## src/rtl/cpu_types_pkg.sv

```systemverilog
// Shared types for the request unit: FSM states and the latched data-access op.
// Imported by request_unit and request_watchdog.
package cpu_types_pkg;

  typedef enum logic [1:0] {
    IDLE,
    FETCH,
    DATA,
    HALTED
  } req_state_t;

  typedef struct packed {
    logic rd;
    logic wr;
  } req_op_t;

endpackage

```

## src/rtl/request_watchdog.sv

```systemverilog
// Wait-cycle watchdog for request_unit; compiled only with REQ_WATCHDOG_EN.
// Ports: clk, rst (sync, active-high), waiting, expire (comb), req_err (sticky).
`ifdef REQ_WATCHDOG_EN
module request_watchdog
  import cpu_types_pkg::*;
#(
  parameter int unsigned TIMEOUT_MAX = 255
) (
  input  logic clk,
  input  logic rst,
  input  logic waiting,
  output logic expire,
  output logic req_err
);

  localparam int unsigned W = $clog2(TIMEOUT_MAX + 1);

  logic [W-1:0] cnt_q;

  // Fires on the wait cycle that brings the count to TIMEOUT_MAX.
  assign expire = waiting && (cnt_q == W'(TIMEOUT_MAX - 1));

  // A non-waiting cycle in FETCH/DATA is always a state entry or a
  // pc_en, so clearing on !waiting covers every restart point.
  always_ff @(posedge clk) begin
    if (rst) begin
      cnt_q   <= '0;
      req_err <= 1'b0;
    end else begin
      if (!waiting) cnt_q <= '0;
      else          cnt_q <= cnt_q + W'(1);
      if (expire) req_err <= 1'b1;
    end
  end

endmodule
`endif

```

## src/rtl/request_unit.sv

```systemverilog
// Turns decoded memory intent into I/D cache request strobes and gates PC commit on hits.
// Ports: CLK, RST (sync, active-high), memREN/memWEN/halt_in/ihit/dhit in;
//   iREN/dREN/dWEN/pc_en/halt/busy/stall_cnt/req_err out. Optional macro: REQ_WATCHDOG_EN.
module request_unit
  import cpu_types_pkg::*;
#(
  parameter int unsigned STALL_W     = 16,
  parameter int unsigned TIMEOUT_MAX = 255
) (
  input  logic               CLK,
  input  logic               RST,
  input  logic               memREN,
  input  logic               memWEN,
  input  logic               halt_in,
  input  logic               ihit,
  input  logic               dhit,
  output logic               iREN,
  output logic               dREN,
  output logic               dWEN,
  output logic               pc_en,
  output logic               halt,
  output logic               busy,
  output logic [STALL_W-1:0] stall_cnt,
  output logic               req_err
);

  req_state_t state_q, state_d;
  req_op_t    op_q, op_d;
  logic       waiting;
  logic       wd_expire;

  assign waiting = (state_q == FETCH && !ihit)
                || (state_q == DATA && !dhit);

`ifdef REQ_WATCHDOG_EN
  request_watchdog #(
    .TIMEOUT_MAX(TIMEOUT_MAX)
  ) u_wd (
    .clk    (CLK),
    .rst    (RST),
    .waiting(waiting),
    .expire (wd_expire),
    .req_err(req_err)
  );
`else
  logic unused_tmo;
  assign unused_tmo = (TIMEOUT_MAX != 0);
  assign wd_expire  = 1'b0;
  assign req_err    = 1'b0;
`endif

  always_comb begin
    state_d = state_q;
    op_d    = op_q;
    pc_en   = 1'b0;
    unique case (state_q)
      IDLE: state_d = FETCH;
      FETCH: begin
        if (ihit) begin
          if (halt_in) begin
            state_d = HALTED;
          end else if (memREN || memWEN) begin
            // Both set is illegal decode; store wins.
            op_d.wr = memWEN;
            op_d.rd = memREN && !memWEN;
            state_d = DATA;
          end else begin
            pc_en = 1'b1;
          end
        end
      end
      DATA: begin
        if (dhit) begin
          pc_en   = 1'b1;
          state_d = FETCH;
        end
      end
      HALTED: state_d = HALTED;
      default: state_d = IDLE;
    endcase
    if (wd_expire) state_d = HALTED;
    if (RST)       pc_en   = 1'b0;
  end

  always_ff @(posedge CLK) begin
    if (RST) begin
      state_q   <= IDLE;
      op_q      <= '0;
      stall_cnt <= '0;
    end else begin
      state_q <= state_d;
      op_q    <= op_d;
      if (waiting && !(&stall_cnt))
        stall_cnt <= stall_cnt + STALL_W'(1);
    end
  end

  assign iREN = (state_q == FETCH);
  assign dREN = (state_q == DATA) && op_q.rd;
  assign dWEN = (state_q == DATA) && op_q.wr;
  assign halt = (state_q == HALTED);
  assign busy = iREN || dREN || dWEN;

  a_no_rd_wr: assert property (
    @(posedge CLK) disable iff (RST)
    (state_q == FETCH && ihit && !halt_in) |-> !(memREN && memWEN)
  ) else $error("request_unit: memREN and memWEN both set");

endmodule

```

## config.mk

```make
export PLATFORM = sky130hd
export DESIGN_NAME = request_unit
export DESIGN_NICKNAME = d
export VERILOG_FILES = /design/src/rtl/cpu_types_pkg.sv /design/src/rtl/request_watchdog.sv /design/src/rtl/request_unit.sv
export SDC_FILE = /design/constraint.sdc
export NUM_CORES = 1
export LEC_CHECK = 0
export BUFFER_PORTS_ARGS = -buffer_cell sky130_fd_sc_hd__buf_2
export CORE_UTILIZATION = 55
export DETAILED_ROUTE_END_ITERATION = 8
export GPL_TIMING_DRIVEN = 1
export PLACE_DENSITY = 0.83
export SLEW_MARGIN = 30
export SYNTH_ARGS = -nofsm -noshare
export SYNTH_HDL_FRONTEND = slang
export SYNTH_SLANG_ARGS = --single-unit
```

## constraint.sdc

```tcl
create_clock -name CLK -period 5.3 [get_ports CLK]
set_input_delay 0 -clock CLK [delete_from_list [all_inputs] [get_ports CLK]]
set_output_delay 0 -clock CLK [all_outputs]
set_load 0.02 [all_outputs]
```

# ---- Yosys cells after proc, flatten, opt, wreduce, memory -nomap -nowiden
# Index checks and enable logic that the tools add are counted.
# W data, S select, Z words.
dict set report word_totals {
  out_inout_bits 23
  reg_bits 20
}
dict set report classes {
  addsub 1
  reduce_logical 18
  bitwise 1
  muxes 11
  n_eq_ne 6
}
# op n
set ops {}
lappend ops {{$add A16 B1 Y16 const B} 1}
lappend ops {{$reduce_and A16 Y1} 1}
lappend ops {{$mux W2} 4}
lappend ops {{$pmux W2 S4} 1}
lappend ops {{$logic_and A1 B1 Y1} 6}
lappend ops {{$mux W1} 5}
lappend ops {{$eq A2 B2 Y1 const B} 2}
lappend ops {{$logic_not A1 Y1} 4}
lappend ops {{$logic_or A1 B1 Y1} 4}
lappend ops {{$ne A2 B2 Y1 const B} 2}
lappend ops {{$reduce_and A4 Y1} 1}
lappend ops {{$ne A3 B2 Y1 const B} 1}
lappend ops {{$reduce_and A3 Y1} 1}
lappend ops {{$eq A2 B1 Y1 const B} 1}
lappend ops {{$logic_not A2 Y1} 1}
lappend ops {{$pmux W1 S2} 1}
lappend ops {{$not A1 Y1} 1}

# ---- Longest topological paths before layout
# Gate-level depths: netlist (run 1).
dict set report logic_depth {
  depth_word 6
  ltp_mapped 6
}

# ---- Worst setup path before layout (run 1)
# Ideal clock, no wire load.
dict set report synth_path {
  path_kind {flip-flop to flip-flop}
  start {register stall_cnt[0]}
  end {register stall_cnt[2]}
  path_stages_with_launch 6
  t_required_ns 5.177
  setup_slack_ns 3.329
  n_path_buf 0
  t_arrival_ns 1.847
  setup_ns 0.123
  path_cell_list {dfxtp_1 ha_1 nand4_2 or4_1 nand3_1 mux2_1}
}
dict set report synth_between {
  elab_chain_len 3
  elab_cells_between_ends 4
  cone_classes {add/sub (1); reduce/logical (3)}
}
# element line_no
set synth_rtl {}
lappend synth_rtl {{start: declaration} request_unit.sv:23} ;# output logic [STALL_W-1:0] stall_cnt,
lappend synth_rtl {{start signal: assignment} request_unit.sv:94} ;# stall_cnt <= stall_cnt + STALL_W'(1);
lappend synth_rtl {{parallel branches: the longest is 3 deep, another holds $add A16 B1 Y16} --}
# Parallel ways; which one is timed is not known.
# A chain may end at the register's enable or synchronous reset.

# ---- Final worst setup path (run 1)
dict set report layout_path {
  start {register stall_cnt[0]}
  end {register stall_cnt[6]}
}
# Same word-level chain as after synthesis.

==> Implementation_results.wiki, run 1 <==
{| class="wikitable"
! Metric !! Value
|-
| Post-synthesis sequential element count || 20
|-
| Boundary pin count || 30
|-
| Count of different cell masters after synthesis || 39
|-
| Chip width || 47.8 um
|-
| Core footprint || 1960 um2
|-
| Final instance area || 1350 um2
|-
| Worst flop-to-flop path startpoint || stall_cnt[0]$_SDFFE_PP0P_
|-
| Signal arrival time at the worst endpoint || 2.40 ns
|-
| Post-synthesis average cell area || 8.55 um2
|-
| DR pass1 iterations || 4
|-
| Maxcap violations || 0
|-
| Post-detailed-route wirelength per cell || 12.7 um
|-
| Number of instances in the synthesized netlist || 135
|-
| Leakage Power || 0.000568 uW
|-
| Insertion delay to the later sink of the worst-skew pair || 0.30 ns
|-
| Fraction of layout instances using a drive strength above 1 || 25.2%
|-
| Combinational power share || 19.1%
|-
| Sum Neg Setup Slack || 0 ns
|-
| Final HPWL DP || 1750 um
|-
| DRC violations left || 0
|-
| Worst max-slew margin expressed relative to the limit || 44.4%
|-
| Total congestion overflow after global routing || 0
|-
| Seq/Total Area, Yosys || 34.7%
|-
| Period utilization || 41.5%
|-
| Internal power contribution || 220 uW
|-
| Max IR drop VDD || 200 uV
|-
| Deepest clock path buffer count || 2
|-
| Reg-to-reg endpoint || stall_cnt[6]$_SDFFE_PP0P_
|-
| Final hold violation count || 0
|-
| Layout-stage area growth over the synthesis result || 16.8%
|-
| Worst R2R Path Depth || 5
|-
| Crit path kind || register to register
|-
| Synthesized net count || 146
|-
| Number of standard cells in the final layout excluding fillers || 190
|-
| Worst setup skew after layout || 0.00669 ns
|-
| Die footprint || 2280 um2
|-
| RD Place Congestion || 0.841
|-
| I/O Buffers || 28
|-
| CP Data Required Time || 5.50 ns
|-
| Most instantiated flip-flop cell in the synthesis netlist || sky130_fd_sc_hd__dfxtp_1
|-
| HP Start || memREN
|-
| Total Routed Length || 2420 um
|-
| Relative contribution of the clock network to total power || 28.6%
|-
| Setup Buffers After CTS || 0
|-
| Net switching power of the design || 90.7 uW
|-
| Vias || 1103
|-
| Final max-slew violation count || 0
|-
| Antenna violation net count after detailed routing || 0
|-
| Type of the most critical hold path || input pin to register
|-
| Maximum fanout along the worst path || 12
|-
| H-tree levels || 1
|-
| Diode count || 0
|-
| Crit. End Element || register
|-
| Initial core utilization || 58.8%
|-
| Number of nets in the final layout || 175
|-
| Antenna violations before repair || 0
|-
| Synth Cell Area || 1150 um2
|-
| Placement Cell Area || 1300 um2
|-
| Vias in the first global route || 931
|-
| Crit start category || register
|-
| Async set-or-reset flop fraction in the synthesized netlist || 0%
|-
| Cell at the root of the clock tree || sky130_fd_sc_hd__clkbuf_4
|-
| Power density over the cells || 230 nW/um2
|-
| Max Clock Freq || 0.455 GHz
|-
| CTS sink count || 20
|-
| Register clock-pin slew on the reported worst setup and hold paths || 0.12 ns
|-
| Yosys Warn Count || 0
|-
| Time the final worst path needs with I/O delays and setup || 2.20 ns
|-
| Number of instances in the placed design || 185
|-
| Routed vias/inst || 5.81
|-
| Register share of total power || 52.3%
|-
| CP startpoint || stall_cnt[0]$_SDFFE_PP0P_
|-
| Largest net degree at the start of global routing || 28
|-
| RSZ-0062 raised after global routing || no
|-
| Clock tree from TritonCTS || built
|-
| Worst Tran Pin Value || 0.827 ns
|-
| WHS Path Cells || 4
|-
| Global-route wire length before repair || 3950 um
|-
| CTS buffer count || 3
|-
| Height of the chip || 47.8 um
|-
| Setup violations, final || 0
|-
| Starting DRT DRC Count || 36
|-
| Global router's overall resource usage || 24.4%
|-
| Worst hold endpoint || op_q[0]$_SDFFE_PP0P_
|-
| Number of enable-type register cells in the synthesized netlist || 0
|-
| Worst reg2reg setup slack || 3.10 ns
|-
| Standard-cell row count || 16
|-
| Switching power share of the total || 29.2%
|-
| Result of the run || complete, no violations
|}
-- cells in the mapped netlist (4+ instances only) --
cell type | instances | area, um2
sky130_fd_sc_hd__dfxtp_1 | 20 | 400
sky130_fd_sc_hd__nor2_1 | 11 | 41.3
sky130_fd_sc_hd__a21oi_1 | 10 | 50.1
sky130_fd_sc_hd__nand3_1 | 7 | 35.0
sky130_fd_sc_hd__nor3_1 | 7 | 35.0
sky130_fd_sc_hd__or3_1 | 7 | 43.8
sky130_fd_sc_hd__nand2_1 | 6 | 22.5
sky130_fd_sc_hd__nor2b_1 | 6 | 37.5
sky130_fd_sc_hd__o21ai_0 | 5 | 25.0
sky130_fd_sc_hd__ha_1 | 4 | 50.1
sky130_fd_sc_hd__inv_1 | 4 | 15.0
sky130_fd_sc_hd__o31ai_1 | 4 | 30.0
-- power by group through the flow --
stage | Clock [uW] | Combinational, uW | Sequential, uW
floorplan | 0 | 41.4 | 167
global placement | 0 | 56.7 | 165
detailed placement | 0 | 58.5 | 166
CTS | 91.0 | 59.3 | 162
global route | 96.9 | 66.7 | 163
finish | 88.8 | 59.3 | 162
-- worst max-delay path by stage --
stage,cells after the start,endpoint
global placement,5,stall_cnt[6]$_SDFFE_PP0P_
detailed placement,5,stall_cnt[6]$_SDFFE_PP0P_
global route,5,stall_cnt[6]$_SDFFE_PP0P_
finish,5,stall_cnt[6]$_SDFFE_PP0P_
CTS,5,stall_cnt[6]$_SDFFE_PP0P_
floorplan,5,stall_cnt[2]$_SDFFE_PP0P_
-- metal layers --
metal / global-route usage (%) / vias up / share of wire, %
li1: - / 563 / -
met1: 31.7 / 522 / 49
met2: 40.3 / 16 / 48
met3: 4.53 / 2 / 2.2
met4: 8.89 / 0 / 0.50
met5: 0 / - / 0
-- cells by family after synthesis --
logic type	Yosys count	synth area share, %
adder cells (fa/ha/maj)	4	4.34
other	1	0.325
AO/OA/AOI/OAI	27	15.3
AND/OR/NAND/NOR	68	35.6
flip-flops	20	34.7
multiplexers	6	6.18
buffers and inverters	9	3.58
-- placed cells by master, fill, tap and decap left out, types with 2 or more instances in the layout --
| master | instances |
|---|---|
| sky130_fd_sc_hd__buf_2 | 28 |
| sky130_fd_sc_hd__dfxtp_1 | 20 |
| sky130_fd_sc_hd__nor2_1 | 11 |
| sky130_fd_sc_hd__a21oi_1 | 10 |
| sky130_fd_sc_hd__or3_1 | 7 |
| sky130_fd_sc_hd__nor3_1 | 7 |
| sky130_fd_sc_hd__nand3_1 | 7 |
| sky130_fd_sc_hd__nor2b_1 | 6 |
| sky130_fd_sc_hd__nand2_1 | 6 |
| sky130_fd_sc_hd__o21ai_0 | 5 |
| sky130_fd_sc_hd__inv_1 | 4 |
| sky130_fd_sc_hd__o31ai_1 | 4 |
| sky130_fd_sc_hd__ha_1 | 4 |
| sky130_fd_sc_hd__or4_1 | 3 |
| sky130_fd_sc_hd__nor4_1 | 3 |
| sky130_fd_sc_hd__mux2_2 | 3 |
| sky130_fd_sc_hd__clkbuf_4 | 3 |
| sky130_fd_sc_hd__and2_1 | 2 |
| sky130_fd_sc_hd__a22oi_1 | 2 |
| sky130_fd_sc_hd__nand2b_1 | 2 |
| sky130_fd_sc_hd__nand4_2 | 2 |
| sky130_fd_sc_hd__nand4_1 | 2 |
| sky130_fd_sc_hd__mux2_1 | 2 |
| sky130_fd_sc_hd__and2b_1 | 2 |
| sky130_fd_sc_hd__nor4_2 | 2 |
| sky130_fd_sc_hd__nor4b_1 | 2 |
-- worst max-delay path, cell delays in order, from the launching register on --
cell and delay, ns:
sky130_fd_sc_hd__dfxtp_1 0.41, sky130_fd_sc_hd__ha_1 0.23, sky130_fd_sc_hd__nand4_2 0.19, sky130_fd_sc_hd__nor4_2 0.79, sky130_fd_sc_hd__nor4b_1 0.15, sky130_fd_sc_hd__mux2_4 0.33
-- stage by stage --
stage / hold slack (ns) / total power, uW / setup WS, ns / util [%]
6_report: 0.0290 / 310 / 3.10 / 68.7
5_1_grt: 0.0579 / 327 / 2.97 / 68.7
4_1_cts: 0.0182 / 312 / 3.10 / 68.7
3_5_place_dp: 0.222 / 224 / 3.11 / 66.3
3_3_place_gp: 0.214 / 222 / 3.23 / 66.3
2_1_floorplan: 0.0966 / 208 / 3.33 / -
-- what timing repair did --
item,CTS,global route
gates resized for setup,0,0
hold endpoints to repair,2,0
hold buffers,1,0
-- registers in the layout, indices dropped and copies added (netlist names) --
name       flops
op_q           2
state_q        2
stall_cnt     16
-- cell type report --
class | count | area (um2)
tap | 27 | 33.8
timing repair buffer | 29 | 150
fill | 185 | 614
inverter | 4 | 15.0
sequential | 20 | 400
clock buffer | 4 | 36.3
multi-input combinational | 106 | 712
(Power assumes the default switching activity.)
==> inputs of run 2 (changes only) <==
CORE_UTILIZATION = 46   (was 55)
PLACE_DENSITY = 0.74   (was 0.83)
clock period = 1.9 ns   (was 5.3 ns; I/O delays follow)
==> Implementation_results.wiki, run 2 (same netlist as run 1, synthesis figures left out) <==
{| class="wikitable"
! Metric !! Value
|-
| Standard-cell row count || 17 (+1)
|-
| Global-route wire length before repair || 4460 um (+13%)
|-
| Registers with the highest flip-flop counts || stall_cnt x16, op_q x2, state_q x2
|-
| Deepest clock path buffer count || 2 (unchanged)
|-
| Smallest hold slack || 0.0265 ns (-0.00246 ns)
|-
| Routed vias/inst || 5.86 (+1.0%)
|-
| Worst setup skew after layout || 0.00610 ns (-0.000590 ns)
|-
| Chip width || 52.1 um (+9.0%)
|-
| Time the final worst path needs with I/O delays and setup || 1.82 ns (-0.376 ns)
|-
| CP Data Required Time || 2.09 ns (-3.41 ns)
|-
| DRC violations left || 0 (unchanged)
|-
| RSZ-0062 raised after global routing || yes
|-
| Initial core utilization || 50.2% (-8.6 points)
|-
| Register containing the most flip-flops in the final layout || stall_cnt
|-
| Diode count || 0 (unchanged)
|-
| Die footprint || 2710 um2 (+19%)
|-
| Core footprint || 2300 um2 (+17%)
|-
| Number of instances in the placed design || 193 (+4.3%)
|-
| Place WS || 0.0395 ns (-3.07 ns)
|-
| CTS sink count || 20 (unchanged)
|-
| Vias || 1161 (+5.3%)
|-
| Most common cell after layout, fill and taps aside || sky130_fd_sc_hd__buf_2
|-
| Crit path kind || register to register
|-
| Type of the most critical hold path || input pin to register
|-
| Placement Cell Area || 1360 um2 (+4.3%)
|-
| Crit start category || register
|-
| Vias in the first global route || 1062 (+14%)
|-
| Number of flip-flops under the largest register name || 16 (unchanged)
|-
| Antenna violations before repair || 0 (unchanged)
|-
| DR pass1 iterations || 4 (unchanged)
|-
| Fraction of layout instances using a drive strength above 1 || 33.5% (+8.4 points)
|-
| Largest net degree at the start of global routing || 28 (unchanged)
|-
| Register clock-pin slew on the reported worst setup and hold paths || 0.11 ns (about the same)
|-
| Cell at the root of the clock tree || sky130_fd_sc_hd__clkbuf_4
|-
| Total Routed Length || 2750 um (+14%)
|-
| Final HPWL DP || 1930 um (+9.7%)
|-
| Final instance area || 1490 um2 (+10%)
|-
| Post-detailed-route wirelength per cell || 13.9 um (+9.2%)
|-
| Crit. End Element || register
|-
| Leading cell types in the layout, fill and taps excluded || sky130_fd_sc_hd__buf_2, sky130_fd_sc_hd__dfxtp_1, sky130_fd_sc_hd__nor2_1, sky130_fd_sc_hd__a21oi_1
|-
| Layout-stage area growth over the synthesis result || 28.7%
|-
| Max IR drop VDD || 396 uV (+98%)
|-
| Antenna violation net count after detailed routing || 0 (unchanged)
|-
| Starting DRT DRC Count || 17 (-53%)
|-
| Global router's overall resource usage || 21.7% (-2.7 points)
|-
| Boundary pin count || 30 (unchanged)
|-
| Insertion delay to the later sink of the worst-skew pair || 0.30 ns (about the same)
|-
| H-tree levels || 1 (unchanged)
|-
| Signal arrival time at the worst endpoint || 2.02 ns (-0.38 ns)
|-
| Max Clock Freq || 0.548 GHz (+21%)
|-
| Total congestion overflow after global routing || 0 (unchanged)
|-
| Period utilization || 96.0% (+54 points)
|-
| Maximum fanout along the worst path || 5 (-7)
|-
| RD Place Congestion || 0.866 (+3.0%)
|-
| CTS buffer count || 3 (unchanged)
|-
| Final setup slack of the worst path || 0.0767 ns (-3.02 ns)
|-
| Number of inserted filler cells in the final layout || 194 (+4.9%)
|-
| Power density over the cells || 570 nW/um2 (+150%)
|-
| Number of standard cells in the final layout excluding fillers || 198 (+4.2%)
|-
| Final max-slew violation count || 0 (unchanged)
|-
| Result of the run || complete, no violations
|-
| I/O Buffers || 28 (unchanged)
|-
| Clock tree from TritonCTS || built
|-
| Height of the chip || 52.1 um (+9.0%)
|-
| Setup violations, final || 0 (unchanged)
|-
| Leakage Power || 0.000649 uW (+14%)
|-
| Maxcap violations || 0 (unchanged)
|-
| Number of nets in the final layout || 183 (+4.6%)
|-
| Sum Neg Setup Slack || 0 ns (unchanged)
|-
| Final hold violation count || 0 (unchanged)
|}
==> run 2: cell types whose count changed in the layout (fill, tap and decap cells not counted), moves of 2 or more <==
cell / change
sky130_fd_sc_hd__dfxtp_4: +2
sky130_fd_sc_hd__nand4_2: -2
sky130_fd_sc_hd__nand4_4: +2
sky130_fd_sc_hd__and2b_2: +2
sky130_fd_sc_hd__and2b_1: -2
sky130_fd_sc_hd__buf_4: +7
sky130_fd_sc_hd__nor4_4: +2
sky130_fd_sc_hd__nor4_1: -2
sky130_fd_sc_hd__dfxtp_1: -2
==> run 2: worst paths after layout <==
check / startpoint / end / slack (ns) / depth (start not counted)
worst min-delay path: memREN / op_q[0]$_SDFFE_PP0P_ / 0.03 / 4
worst min register to register: stall_cnt[7]$_SDFFE_PP0P_ / stall_cnt[7]$_SDFFE_PP0P_ / 0.51 / 2
worst max-delay path: stall_cnt[1]$_SDFFE_PP0P_ / stall_cnt[2]$_SDFFE_PP0P_ / 0.08 / 5
worst max register to register: stall_cnt[1]$_SDFFE_PP0P_ / stall_cnt[2]$_SDFFE_PP0P_ / 0.08 / 5
==> run 2: critical path: stages, from the launching register on <==
cell and delay (ns):
sky130_fd_sc_hd__dfxtp_4 0.38, sky130_fd_sc_hd__ha_2 0.21, sky130_fd_sc_hd__nand4_4 0.13, sky130_fd_sc_hd__or4_1 0.57
sky130_fd_sc_hd__nand3_1 0.11, sky130_fd_sc_hd__mux2_1 0.31
==> run 2: what timing repair did <==
action                                  4_1_cts  5_1_grt
buffers inserted                              0        1
gates resized for setup                       0       16
endpoints found under the setup margin        0       15
endpoints found under the hold margin         2        0
hold buffers                                  1        0
==> run 2: cell type report <==
class,count,area (um2),area share [%]
clock buffers,3,22.5,1.52
inverters,4,15.0,1.01
multi-input cells,106,791,53.2
flip-flops and latches,20,408,27.5
well taps,28,35.0,2.36
repair buffers,37,214,14.4
==> run 2: where the power goes <==
part	switching (uW)	internal (uW)	leakage [uW]
clock network	128	73.9	0.0000138
logic	116	75.9	0.000471
registers	16.6	436	0.000163
==> run 2: metal layers <==
metal | up-vias | routed length [um] | global-route usage [%]
met5 | - | 0 | 0
met3 | 4 | 95 | 2.63
met1 | 549 | 1250 | 26.7
met2 | 28 | 1380 | 38.0
met4 | 0 | 22 | 8.11
li1 | 580 | - | -
==> run 2: metrics by stage <==
step	power, uW	utilization [%]
2_1_floorplan	582	-
3_3_place_gp	631	59.1
3_5_place_dp	640	59.1
4_1_cts	840	60.5
5_1_grt	895	64.7
6_report	847	64.7
==> inputs of run 3 (changes only) <==
GPL_TIMING_DRIVEN = 0   (was 1)
==> Implementation_results.wiki, run 3 (same netlist as run 1, synthesis figures left out) <==
{| class="wikitable"
! Metric !! Value
|-
| Result of the run || complete, no violations
|-
| Number of instances in the placed design || 190 (-1.6%)
|-
| Number of nets in the final layout || 186 (+1.6%)
|-
| H-tree levels || 1 (unchanged)
|-
| Core footprint || 2300 um2 (unchanged)
|-
| Final hold violation count || 0 (unchanged)
|-
| DR pass1 iterations || 4 (unchanged)
|-
| Die footprint || 2710 um2 (unchanged)
|-
| Relative contribution of the clock network to total power || 34.4% (+11 points)
|-
| Initial core utilization || 50.2% (unchanged)
|-
| Cell mode on critical path || sky130_fd_sc_hd__buf_4
|-
| Largest net degree at the start of global routing || 13 (-54%)
|-
| DRC violations left || 0 (unchanged)
|-
| RD Place Congestion || 0.806 (-7.0%)
|-
| Setup violations, final || 0 (unchanged)
|-
| Starting DRT DRC Count || 30 (+13)
|-
| Registers with the highest flip-flop counts || stall_cnt x16, op_q x2, state_q x2
|-
| Layout-stage area growth over the synthesis result || 35.0%
|-
| Antenna violation net count after detailed routing || 0 (unchanged)
|-
| Signal arrival time at the worst endpoint || 1.88 ns (-0.14 ns)
|-
| Power density over the cells || 676 nW/um2 (+19%)
|-
| Chip width || 52.1 um (unchanged)
|-
| Standard-cell row count || 17 (unchanged)
|-
| Time the final worst path needs with I/O delays and setup || 1.88 ns (+0.0536 ns)
|-
| Register containing the most flip-flops in the final layout || stall_cnt
|-
| Cell Chain, Critical Path || inv_2 -> ha_2 -> buf_4 -> buf_4 -> and2_1 -> or3_1 -> buf_2
|-
| Antenna violations before repair || 0 (unchanged)
|-
| Insertion delay to the later sink of the worst-skew pair || 0.31 ns (about the same)
|-
| Cell at the root of the clock tree || sky130_fd_sc_hd__clkbuf_4
|-
| Boundary pin count || 30 (unchanged)
|-
| CP Data Required Time || 1.90 ns (-0.19 ns)
|-
| Buf/Inv on CP || 4 (+4)
|-
| Total congestion overflow after global routing || 0 (unchanged)
|-
| Routed vias/inst || 5.99 (+2.2%)
|-
| Register share of total power || 43.8% (-9.7 points)
|-
| Most common cell after layout, fill and taps aside || sky130_fd_sc_hd__buf_2
|-
| Maximum fanout along the worst path || 4 (-1)
|-
| Diode count || 0 (unchanged)
|-
| Sum Neg Setup Slack || 0 ns (unchanged)
|-
| Worst Tran Pin Value || 0.504 ns
|-
| Global router's overall resource usage || 23.8% (+2.1 points)
|-
| Register clock-pin slew on the reported worst setup and hold paths || 0.13 ns (+0.02 ns)
|-
| Worst max-slew margin expressed relative to the limit || 66.4%
|-
| I/O Buffers || 27 (-3.6%)
|-
| Post-detailed-route wirelength per cell || 15.6 um (+12%)
|-
| Total Routed Length || 3150 um (+15%)
|-
| Final HPWL DP || 2000 um (+4.1%)
|-
| Worst reg2reg setup slack || 0.03 ns (-0.05 ns)
|-
| Smallest hold slack || 0.00836 ns (-0.0182 ns)
|-
| Crit. End Element || output pin
|-
| CTS buffer count || 3 (unchanged)
|-
| Max stage delay on crit path || 0.40 ns (-0.17 ns)
|-
| Maxcap violations || 0 (unchanged)
|-
| Fraction of layout instances using a drive strength above 1 || 40.2% (+6.7 points)
|-
| Leading cell types in the layout, fill and taps excluded || sky130_fd_sc_hd__buf_2, sky130_fd_sc_hd__dfxtp_1, sky130_fd_sc_hd__nor2_1, sky130_fd_sc_hd__a21oi_1, sky130_fd_sc_hd__buf_4
|-
| Switching power share of the total || 28.6% (-2.2 points)
|-
| CTS sink count || 20 (unchanged)
|-
| Crit path max-delay family || simple AND/OR/NAND/NOR gates
|-
| Deepest clock path buffer count || 2 (unchanged)
|-
| Clock tree from TritonCTS || built
|-
| Crit path kind || register to output pin
|-
| Vias || 1210 (+4.2%)
|-
| Combinational power share || 21.8% (-0.9 points)
|-
| Final max-slew violation count || 0 (unchanged)
|-
| Type of the most critical hold path || input pin to register
|-
| Period utilization || 98.8% (+2.8 points)
|-
| Height of the chip || 52.1 um (unchanged)
|-
| Max Clock Freq || 0.533 GHz (-2.9%)
|-
| Global-route wire length before repair || 4790 um (+7.4%)
|-
| Number of flip-flops under the largest register name || 16 (unchanged)
|-
| Leakage Power || 0.000644 uW (-0.68%)
|-
| Worst setup skew after layout || 0.00182 ns (-0.00427 ns)
|-
| Internal power contribution || 753 uW (+28%)
|-
| Max IR drop VDD || 418 uV (+5.6%)
|-
| Net switching power of the design || 301 uW (+16%)
|-
| Vias in the first global route || 1057 (-0.47%)
|-
| Crit path max-delay cell type || sky130_fd_sc_hd__dfxtp_4
|-
| Number of standard cells in the final layout excluding fillers || 202 (+2.0%)
|-
| Crit start category || register
|}
## run 3: cell count changes in the layout (fill, tap and decap cells not counted), moves of 2 or more
cell	delta
sky130_fd_sc_hd__clkbuf_1	+2
sky130_fd_sc_hd__buf_4	+2
sky130_fd_sc_hd__dfxtp_2	+6
sky130_fd_sc_hd__ha_1	-2
sky130_fd_sc_hd__inv_2	+2
sky130_fd_sc_hd__inv_1	-2
sky130_fd_sc_hd__ha_4	+2
sky130_fd_sc_hd__dfxtp_1	-5
## run 3: per-layer routing
layer | wire length [um] | vias to the layer above | track usage [%]
met2 | 1630 | 32 | 40.2
met5 | 0 | - | 0
li1 | - | 584 | -
met4 | 42 | 0 | 9.91
met1 | 1370 | 589 | 29.7
met3 | 109 | 5 | 3.51
## run 3: cell type report
| type | count | area [um2] |
|---|---|---|
| clock inverters | 1 | 30.0 |
| clock buffers | 3 | 22.5 |
| well taps | 28 | 35.0 |
| multi-input cells | 106 | 820 |
| flip-flops and latches | 20 | 412 |
| fillers | 201 | 739 |
| repair buffers | 35 | 198 |
| plain buffers | 5 | 26.3 |
| inverters | 4 | 15.0 |
## run 3: power groups by stage
stage               clock network, uW  registers (uW)  logic [uW]
finish                            363             461         230
global route                      378             463         248
CTS                               363             452         182
detailed placement                  0             464         166
global placement                    0             462         161
floorplan                           0             466         116
## run 3: final timing paths
path,end,startpoint,cells past startpoint
setup reg to reg,stall_cnt[6]$_SDFFE_PP0P_,stall_cnt[1]$_SDFFE_PP0P_,6
hold reg to reg,stall_cnt[7]$_SDFFE_PP0P_,stall_cnt[7]$_SDFFE_PP0P_,2
setup / recovery,busy,state_q[0]$_SDFFE_PP0P_,7
hold / removal,op_q[0]$_SDFFE_PP0P_,memREN,4
## run 3: worst min-delay path, delay by kind of cell
kind | cells | cell delay [ns]
AO/OA/AOI/OAI | 1 | 0.06
buffers and inverters | 1 | 0.11
AND/OR/NAND/NOR | 2 | 0.13
## run 3: timing repair
action	4_1_cts	5_1_grt
pin swaps	0	3
setup buffers	1	6
gates cloned	0	0
endpoints found under the setup margin	6	8
gates resized for setup	10	16
hold buffers	1	0
endpoints found under the hold margin	2	0
## run 3: per-stage QoR
stage          area [um2]  setup slack, ns  util [%]  total power (uW)
3_5_place_dp         1330           -0.126      57.7               629
3_3_place_gp         1330          -0.0556      57.7               623
5_1_grt              1560          -0.0125      67.8              1090
4_1_cts              1450          0.00145      63.1               997
6_report             1560           0.0231      67.8              1050
2_1_floorplan        1160          0.00163         -               582
